### config.mk
export PLATFORM = sky130hd
export DESIGN_NAME = choose
export DESIGN_NICKNAME = d
export VERILOG_FILES = /design/src/rtl/choose.sv
export SDC_FILE = /design/constraint.sdc
export NUM_CORES = 1
export LEC_CHECK = 0
export CORE_MARGIN = 2
export CORE_UTILIZATION = 35
export DETAILED_ROUTE_END_ITERATION = 12
export MAX_ROUTING_LAYER = met4
export PLACE_DENSITY = 0.81
export SLEW_MARGIN = 20
export SYNTH_ARGS = -nofsm -noshare
export SYNTH_HDL_FRONTEND = slang
export SYNTH_SLANG_ARGS = --single-unit
### constraint.sdc
create_clock -name clk -period 1.3 [get_ports clk]
set_clock_uncertainty 0.05 [all_clocks]
set_input_delay 0.39 -clock clk [delete_from_list [all_inputs] [get_ports clk]]
set_output_delay 0.39 -clock clk [all_outputs]
set_load 0.02 [all_outputs]
### src/rtl/choose.sv
`default_nettype none
// ============================================================================
// Module      : choose
// Description : Priority RGB layer selector. Three layers each offer an RGB
//               triple with a request flag; the lowest-indexed requesting
//               layer wins and its colour is registered to the output. With
//               no request a fixed background colour is registered instead.
// Revision    : 1.0 - initial release
// ============================================================================
module choose #(
  parameter int                DATA_W   = 8,
  parameter logic [DATA_W-1:0] BG_RED   = 8'h00,
  parameter logic [DATA_W-1:0] BG_GREEN = 8'h00,
  parameter logic [DATA_W-1:0] BG_BLUE  = 8'h00
) (
  input  logic              clk,
  input  logic              rst_n,
  input  logic              RqFLag0,
  input  logic              RqFLag1,
  input  logic              RqFLag2,
  input  logic [DATA_W-1:0] r0,
  input  logic [DATA_W-1:0] g0,
  input  logic [DATA_W-1:0] b0,
  input  logic [DATA_W-1:0] r1,
  input  logic [DATA_W-1:0] g1,
  input  logic [DATA_W-1:0] b1,
  input  logic [DATA_W-1:0] r2,
  input  logic [DATA_W-1:0] g2,
  input  logic [DATA_W-1:0] b2,
  output logic [DATA_W-1:0] red,
  output logic [DATA_W-1:0] green,
  output logic [DATA_W-1:0] blue,
  output logic [1:0]        sel,
  output logic              active
);

  // Encodings presented on sel.
  localparam logic [1:0] SEL_L0 = 2'd0;
  localparam logic [1:0] SEL_L1 = 2'd1;
  localparam logic [1:0] SEL_L2 = 2'd2;
  localparam logic [1:0] SEL_BG = 2'd3;

  logic [DATA_W-1:0] red_d,   red_q;
  logic [DATA_W-1:0] green_d, green_q;
  logic [DATA_W-1:0] blue_d,  blue_q;
  logic [1:0]        sel_d,   sel_q;
  logic              active_d, active_q;

  // Priority pick: layer 0 over 1 over 2, background when nobody requests.
  always_comb begin
    red_d    = BG_RED;
    green_d  = BG_GREEN;
    blue_d   = BG_BLUE;
    sel_d    = SEL_BG;
    active_d = 1'b0;
    if (RqFLag0) begin
      red_d    = r0;
      green_d  = g0;
      blue_d   = b0;
      sel_d    = SEL_L0;
      active_d = 1'b1;
    end else if (RqFLag1) begin
      red_d    = r1;
      green_d  = g1;
      blue_d   = b1;
      sel_d    = SEL_L1;
      active_d = 1'b1;
    end else if (RqFLag2) begin
      red_d    = r2;
      green_d  = g2;
      blue_d   = b2;
      sel_d    = SEL_L2;
      active_d = 1'b1;
    end
  end

  // Output register; reset clears to black/background-select, not BG colour.
  always_ff @(posedge clk or negedge rst_n) begin
    if (!rst_n) begin
      red_q    <= '0;
      green_q  <= '0;
      blue_q   <= '0;
      sel_q    <= SEL_BG;
      active_q <= 1'b0;
    end else begin
      red_q    <= red_d;
      green_q  <= green_d;
      blue_q   <= blue_d;
      sel_q    <= sel_d;
      active_q <= active_d;
    end
  end

  assign red    = red_q;
  assign green  = green_q;
  assign blue   = blue_q;
  assign sel    = sel_q;
  assign active = active_q;

endmodule
`default_nettype wire

# ---- Word-level counts from Yosys, hierarchy flattened
# Index checks and enable logic that the tools add are counted.
dict set report totals {
  regBits 27
  in_bits 77
  out_inout_bits 27
}
dict set report op_classes {
  mux 15
}
# operator n
set op_table {}
lappend op_table {{$mux W8} 9}
lappend op_table {{$mux W1} 4}
lappend op_table {{$mux W2} 2}

# ---- Depth between registers and ports, before layout
# Gate-level depths: netlist of the first run.
dict set report logic_depth {
  depth_word 3
  depth_mapped 4
  mapped_depth_nobuf 2
}

# ---- Least setup slack after synthesis of the first run
# No wires, ideal clock.
dict set report synth_timing {
  kind {input-to-reg}
  startpoint {input RqFLag2}
  endpoint {register active_q, in the netlist active}
  setup_time_ns 0.131
  arrival_time_ns 0.849
  t_required_ns 1.119
  slack_ns 0.270
  path_stages 2
  cell_sequence {buf_4 or3_1}
}
dict set report synth_between {
  elab_chain_cells 3
}
# item line
set synth_rtl {}
lappend synth_rtl {{start: declaration} 20} ;# input logic RqFLag2,
lappend synth_rtl {{$mux W1} 68} ;# end else if (RqFLag2) begin
lappend synth_rtl {{$mux W1} 62} ;# end else if (RqFLag1) begin
lappend synth_rtl {{$mux W1} 56} ;# if (RqFLag0) begin
lappend synth_rtl {{named net active_d} 47} ;# logic active_d, active_q;
lappend synth_rtl {{end signal: assignment} 90} ;# active_q <= active_d;
lappend synth_rtl {{end: declaration} 47}
# The timed path passes the listed nets, and every way through them passes these cells.

# ---- Worst setup path in the final report of the first run
dict set report layout_timing {
  startpoint {register sel_q[1], in the netlist sel[1]}
  endpoint {output sel[1]}
}
# item line
set layout_rtl {}
lappend layout_rtl {{start: declaration} 46} ;# logic [1:0] sel_d, sel_q;
lappend layout_rtl {{start signal: assignment} 89} ;# sel_q <= sel_d;
lappend layout_rtl {{end: declaration} 33} ;# output logic [1:0] sel,
# No word-level cell between the ends.

==> impl_metrics.csv, run 1 <==
group,metric,value,unit
status,status,"finished, violations left",
status,violations,"negative setup slack",
floorplanning,dieHeight,65.94,um
critical_path,crit_family,"flip-flops",
floorplanning,dieArea,4347,sq um
clocking,cts_made_buffers,3,
clocking,tritoncts,"yes",
timing,rsz0062_at_grt,"true",
timing,maxSlewViolCount,0,
critical_path,worstSetupPathType,"flop to output port",
yosys,synth_area_per_cell,9.590,sq um
grt,grt_max_degree,32,
routing,wire_per_inst,13.14,um
clocking,clockBufferDepth,2,
routing,wl,3.838,mm
floorplanning,placement_rows,22,
finish,final_cell_mix,"clkdlybuf4s50_1, a21oi_1, dfrtp_1, buf_2",
finish,final_common_cell,"clkdlybuf4s50_1",
clocking,cts_max_level,1,
floorplanning,coreArea,3661,sq um
critical_path,cp_max_fo,1,
grt,grt_pass1_wl,6.092,mm
routing,drtAntennaViolNets,0,
power,p_leak,0.9884,nW
yosys,ys_seq_area_share,50.51,%
finish,nets,322,
timing,slew_headroom,84.88,%
timing,tightest_slew,226.5,ps
grt,grt_usage,18.49,%
critical_path,cp_cell_sequence,"buf_6",
power,pwr-share-clk,23.5,%
place,gp_congestion,0.7132,
power,p_int,0.001489,W
power,comb_power_share,31.0,%
routing,vias_per_cell,4.764,
routing,drcViolationCount,0,
critical_path,cp.required,860,ps
place,dpl.hpwl,2.857,mm
critical_path,start_kind,"flop",
timing,hold_viol_final,0,
critical_path,end_kind,"output port",
critical_path,crit_path_top_delay_cell,"dfstp_2",
yosys,ys_ff_latch,27,
floorplanning,ios,104,
critical_path,critPathBufInv,1,
finish,fin_cells,292,
job,drv_cap,0,
finish,area_growth,80.24,%
yosys,ys_types,11,
place,dp.cells,288,
power,switching_power,0.0005440,W
clocking,root_buffer,"clkbuf_8",
yosys,syn-num-nets,217,
finish,fillers,333,
place,io_buffers,103,
yosys,yosys_warnings,0,
power,peakVddDrop,0.3633,mV
timing,final-setup-viol-count,2,
critical_path,worstSetupStartpoint,"sel[1]",
floorplanning,initial_core_util,36.67,%
clocking,clock_sinks,27,
critical_path,max_stage_delay,540,ps
yosys,syn_area,1343,sq um
grt,grt.overflow.total,0,
power,power_density,840.2,nW/um^2
grt,grt_pass1_vias,1386,
timing,worst_slack,-48.66,ps
critical_path,cp_data_arrival_time,910,ps
routing,drt_first_pass_iters,4,
grt,grt_antenna_before_repair,0,
finish,drive_above_1_share,17.21,%
power,switching_share,26.76,%
finish,antenna_cells,0,
clocking,path_clk_slew,90,ps
timing,fmax,741.5,MHz
timing,setup_tns,-93.74,ps
routing,dr.first_iter.drc_count,80,
routing,vias,1391,
timing,fin_crit,1349,ps
yosys,netlist_instances,140,
min_path,hp-class,"primary input to async pin",
floorplanning,die_w,65.94,um
power,seqPwrFrac,45.5,%
timing,fin_crit_sh,103.7,%
clocking,cts_setup_buffers,0,
logic make-up after synthesis:
logic type	synth area share (%)
compound gates	18.27
simple gates	25.35
buf+inv	5.870
flops	50.51
layer usage:
metal	GRT usage (%)	part of all wire [%]	vias to the layer above	wire (um)
li1	-	-	689	-
met1	23.73	44	631	1692
met2	30.68	47	69	1802
met3	2.215	8.1	2	312
met4	5.867	0.81	0	31
met5	-	0	-	0
cell type report:
class,count,area [sq um],share of cell area (%)
clock buffers,4,45.04,1.861
inverters,1,3.754,0.1551
well taps,48,60.06,2.482
repair buffers,113,1047,43.28
flip-flops and latches,27,678.2,28.02
multi-input cells,99,585.6,24.20
stage by stage:
stage | power (W) | cell area (sq um) | setup WS (ps) | hold slack, ps | util, %
after floorplan | 0.001196 | 1343 | 269.8 | 44.41 | -
after global placement | 0.001630 | 2484 | -217.1 | 717.9 | 67.84
after detailed placement | 0.001640 | 2484 | -245.5 | 732.2 | 67.84
after CTS | 0.002050 | 2406 | -54.56 | 430.0 | 65.72
after global routing | 0.002144 | 2420 | -79.78 | 434.8 | 66.10
final | 0.002033 | 2420 | -48.66 | 424.7 | 66.10
power by group through the flow:
stage	sequential [W]	combinational, W	clock (W)
6_report	0.000925	0.000630	0.000478
5_1_grt	0.000930	0.000681	0.000532
4_1_cts	0.000926	0.000635	0.000489
3_5_place_dp	0.000945	0.000695	0
3_3_place_gp	0.000942	0.000689	0
2_1_floorplan	0.00104	0.000158	0
synthesized netlist by cell type:
cell,number,area [sq um]
clkbuf_1,4,15.01
nand3b_1,24,180.2
or3_1,1,6.260
inv_1,1,3.750
dfstp_2,2,52.55
nor2b_1,24,150.1
nor2_1,1,3.750
buf_4,6,45.04
dfrtp_1,25,625.6
buf_2,3,15.01
a21oi_1,49,245.2
what timing repair did:
| item | 4_1_cts | 5_1_grt |
|---|---|---|
| hold buffers | 0 | 0 |
| gates cloned | 0 | 0 |
| resized for setup | 112 | 4 |
| endpoints found under the setup margin | 27 | 6 |
sequential cells by signal, indices dropped and copies added, names as in the netlist:
register and flops:
blue 8, green 8, sel 2, active 1, red 8
worst max path at each step:
stage,endpoint,slack (ps),cells past startpoint
floorplan,active,270,2
global placement,sel[0],-220,1
detailed placement,blue[5],-250,4
CTS,sel[1],-50,1
global route,sel[1],-80,1
finish,sel[1],-50,1
(Power assumes the default switching activity.)
==> run 2, diff against run 1 <==
- CORE_UTILIZATION: 35 -> 36
- GPL_ROUTABILITY_DRIVEN: default -> 0
- PLACE_DENSITY: 0.81 -> 0.83
==> impl_metrics.csv, run 2 (synthesis results as in run 1) <==
group,metric,value,unit
grt,grt_pass1_vias,1430,
routing,dr.first_iter.drc_count,86,
clocking,clockBufferDepth,2,
routing,wl,3.859,mm
floorplanning,dieArea,4233,sq um
critical_path,crit_path_top_delay_cell,"dfstp_2",
timing,hold_ws,424.2,ps
place,dpl.hpwl,2.868,mm
timing,fin_crit_sh,103.5,%
power,peakVddDrop,0.3950,mV
power,power_density,839.9,nW/um^2
status,status,"finished, violations left",
routing,drtAntennaViolNets,0,
critical_path,cp_data_arrival_time,910,ps
finish,area_growth,78.84,%
routing,wire_per_inst,13.22,um
critical_path,max_stage_delay,530,ps
timing,tightest_slew,200.1,ps
power,pwr-share-clk,23.2,%
finish,finish.utilization,66.08,%
timing,fmax,742.9,MHz
grt,grt_max_degree,31,
place,place_area,2446,sq um
critical_path,worstSetupStartpoint,"sel[1]",
floorplanning,die_w,65.07,um
clocking,cts_made_buffers,3,
timing,final-setup-viol-count,2,
finish,nets,322,
timing,worst_slack,-46.02,ps
power,total_power,0.002017,W
critical_path,end_kind,"output port",
floorplanning,coreArea,3633,sq um
clocking,root_buffer,"clkbuf_8",
critical_path,worstSetupPathType,"flop to output port",
routing,drt_first_pass_iters,4,
clocking,path_clk_slew,90,ps
clocking,clock_sinks,27,
job,drv_cap,0,
critical_path,cp_cell_sequence,"buf_6",
critical_path,cp.required,860,ps
power,switching_power,0.0005357,W
status,violations,"negative setup slack",
timing,hold_viol_final,0,
clocking,cts_hold_buf,0,
timing,maxSlewViolCount,0,
min_path,hp-class,"primary input to async pin",
floorplanning,initial_core_util,36.95,%
critical_path,cp_max_fo,1,
power,comb_power_share,30.9,%
timing,rsz0062_at_grt,"true",
power,switching_share,26.56,%
grt,grt.overflow.total,0,
routing,drcViolationCount,0,
grt,grt_usage,19.79,%
floorplanning,ios,104,
floorplanning,placement_rows,22,
critical_path,critPathBufInv,1,
finish,final_common_cell,"clkdlybuf4s50_1",
critical_path,start_kind,"flop",
clocking,cts_max_level,1,
power,p_int,0.001481,W
power,seqPwrFrac,45.9,%
floorplanning,dieHeight,65.07,um
routing,vias_per_cell,4.788,
grt,grt_antenna_before_repair,0,
critical_path,crit_family,"flip-flops",
clocking,cts_setup_buffers,0,
power,p_leak,0.9889,nW
clocking,tritoncts,"yes",
finish,final_cell_mix,"clkdlybuf4s50_1, a21oi_1, dfrtp_1, buf_2",
timing,fin_crit,1346,ps
timing,setup_tns,-90.93,ps
timing,slew_headroom,86.64,%
routing,vias,1398,
place,io_buffers,103,
finish,antenna_cells,0,
grt,grt_pass1_wl,6.320,mm
finish,drive_above_1_share,17.62,%
finish,final_area,2401,sq um
-- run 2: cell count changes in the layout (fill, tap and decap cells not counted) --
cell and change:
clkdlybuf4s50_1 -1, dlymetal6s2s_1 +1, buf_12 -2, a21oi_2 +1, a21oi_1 -1, buf_4 +2
-- run 2: final cells by class --
class                   instances  area, sq um
inverters                       1        3.754
fillers                       335         1232
clock buffers                   4        45.04
well taps                      48        60.06
multi-input cells              99        589.3
flip-flops and latches         27        678.2
repair buffers                113         1025
-- run 2: worst max-delay path by stage --
stage	endpoint	slack [ps]	depth (start not counted)
6_report	sel[1]	-50	1
5_1_grt	sel[0]	-90	1
4_1_cts	sel[1]	-60	1
3_5_place_dp	blue[0]	-290	4
3_3_place_gp	active	-260	3
2_1_floorplan	active	270	2
-- run 2: power by group through the flow --
stage	clock, W	sequential [W]	combinational, W
floorplan	0	0.00104	0.000158
global placement	0	0.000943	0.000671
detailed placement	0	0.000946	0.000679
CTS	0.000487	0.000928	0.000618
global route	0.000533	0.000932	0.000673
finish	0.000468	0.000927	0.000622
-- run 2: timing repair --
action | 4_1_cts | 5_1_grt
endpoints found under the setup margin | 27 | 18
cloned | 0 | 0
pin swaps | 0 | 1
gates resized for setup | 112 | 9
-- run 2: metrics by stage --
stage	worst slack (ps)	cells
after floorplan	269.8	140
after global placement	-263.3	288
after detailed placement	-288.7	288
after CTS	-58.88	292
after global routing	-85.33	292
final	-46.02	292
-- run 2: metal layers --
layer	track usage [%]	vias up	part of all wire, %
li1	-	689	-
met1	23.70	639	42
met2	34.15	68	49
met3	2.778	2	7.6
met4	7.031	0	0.88
met5	-	-	0
==> edit (settings of run 2) <==
Remove the register `green_q`: a continuous assignment takes its place, so the output `green` follows one clock earlier.
--- a/src/rtl/choose.sv
+++ b/src/rtl/choose.sv
@@ -78,18 +78,18 @@
   always_ff @(posedge clk or negedge rst_n) begin
     if (!rst_n) begin
       red_q    <= '0;
-      green_q  <= '0;
       blue_q   <= '0;
       sel_q    <= SEL_BG;
       active_q <= 1'b0;
     end else begin
       red_q    <= red_d;
-      green_q  <= green_d;
       blue_q   <= blue_d;
       sel_q    <= sel_d;
       active_q <= active_d;
     end
   end
+
+  assign green_q = green_d;
 
   assign red    = red_q;
   assign green  = green_q;
Formal check against the unedited RTL: not equivalent (a bounded check fails within 4 cycles, from zero or initial values and one cycle with rst_n low).
==> edit against run 2 <==
  * The run still ends with setup timing left
  * Synthesized area fell by 15%
  * Count of clock-buffer cells in the layout did not move
  * Sequential cell count fell by 8
  * Wire length increased by 8.9%
  * Total power decreased by 18%
  * Setup slack got worse by 0.20 ns
  * Critical path depth rose by 4
  * Design area down 0.36%
  * Synthesized cell count is 5.7% lower
  * Largest cell class unchanged
==> edit: results (changes against run 2) <==
Outcome = finished with violations
Violated checks = setup timing
DR WL met2 = 2160 um (+14%)
Cells after Synth = 132 (-5.7%)
Synth Area in Compound Gates = 0.215 (+0.0320)
Sequential-to-total area share from yosys stat = 0.418 (-0.0867)
Clk tree area frac = 0.0110 (-0.00778)
Buffering overhead = 0.447 (+0.0199)
Share of layout cells above drive strength 1 = 0.298 (+0.122)
Leakage = 0.000992 uW (+0.33%)
Post-cts resize count = 195 (+74%)
Fillers = 207 (-38%)
Wirelength per Cell = 14.9 um (+13%)
Seq_cells = 19 (-30%)
Placed insts = 274 (-4.9%)
First-pass GRT wire length = 6170 um (-2.4%)
Syn Std Cell Area = 1140 um^2 (-15%)
Design area = 2390 um^2 (-0.36%)
Fin worst setup slack = -0.248 ns (-0.202 ns)
Fin Setup TNS = -1.98 ns (-1.88 ns)
Bufs w/o clock = 115 (+1.8%)
Commonest cells in the netlist = 49 x a21oi_1, 24 x nand3b_1, 24 x nor2b_1
# setup viols final = 10 (+8)
Layout Cells excl Fill = 282 (-3.4%)
Vias in the first global route = 1389 (-2.9%)
Max VDD drop = 0.000344 V (-13%)
Multi-input combinational area share = 0.318 (+0.0726)
CP Max Fanout = 6 (+5)
CTS root buf = clkbuf_4
M1 WL = 1620 um (-0.98%)
Synth area leaders = dfrtp_1 37%, a21oi_1 21%, nand3b_1 16%, nor2b_1 13%, dfstp_2 4.6%
Met3 wire length = 390 um (+33%)
CP endpoint = green[3]
GRT Total Usage = 0.230 (+0.0323)
Synth Net Count = 209 (-3.7%)
DRT iter0 DRCs = 74 (-14%)
==> edit: cell count changes after synthesis, sizes merged <==
cell and delta:
dfrtp -8
==> edit: cell families after synthesis <==
family | after synthesis
buf+inv | 14
simple gates | 50
compound gates | 49
flops | 19
==> edit: worst min-delay path by stage <==
stage	to	cells after the start
floorplan	active$_DFF_PN0_	0
global placement	blue[0]$_DFF_PN0_	2
detailed placement	blue[0]$_DFF_PN0_	2
CTS	blue[0]$_DFF_PN0_	2
global route	red[0]$_DFF_PN0_	2
finish	blue[0]$_DFF_PN0_	2
==> edit: power breakdown <==
group | switching (uW) | leakage, uW | internal (uW)
clock | 167 | 0.0000150 | 119
sequential | 11.9 | 0.000217 | 640
combinational | 317 | 0.000761 | 394
total | 495 | 0.000992 | 1150
==> edit: per-layer routing <==
metal | vias to the layer above | track usage
met2 | 74 | 0.429
met4 | 0 | 0.0571
met5 | - | -
met3 | 2 | 0.0320
met1 | 625 | 0.256
li1 | 669 | -
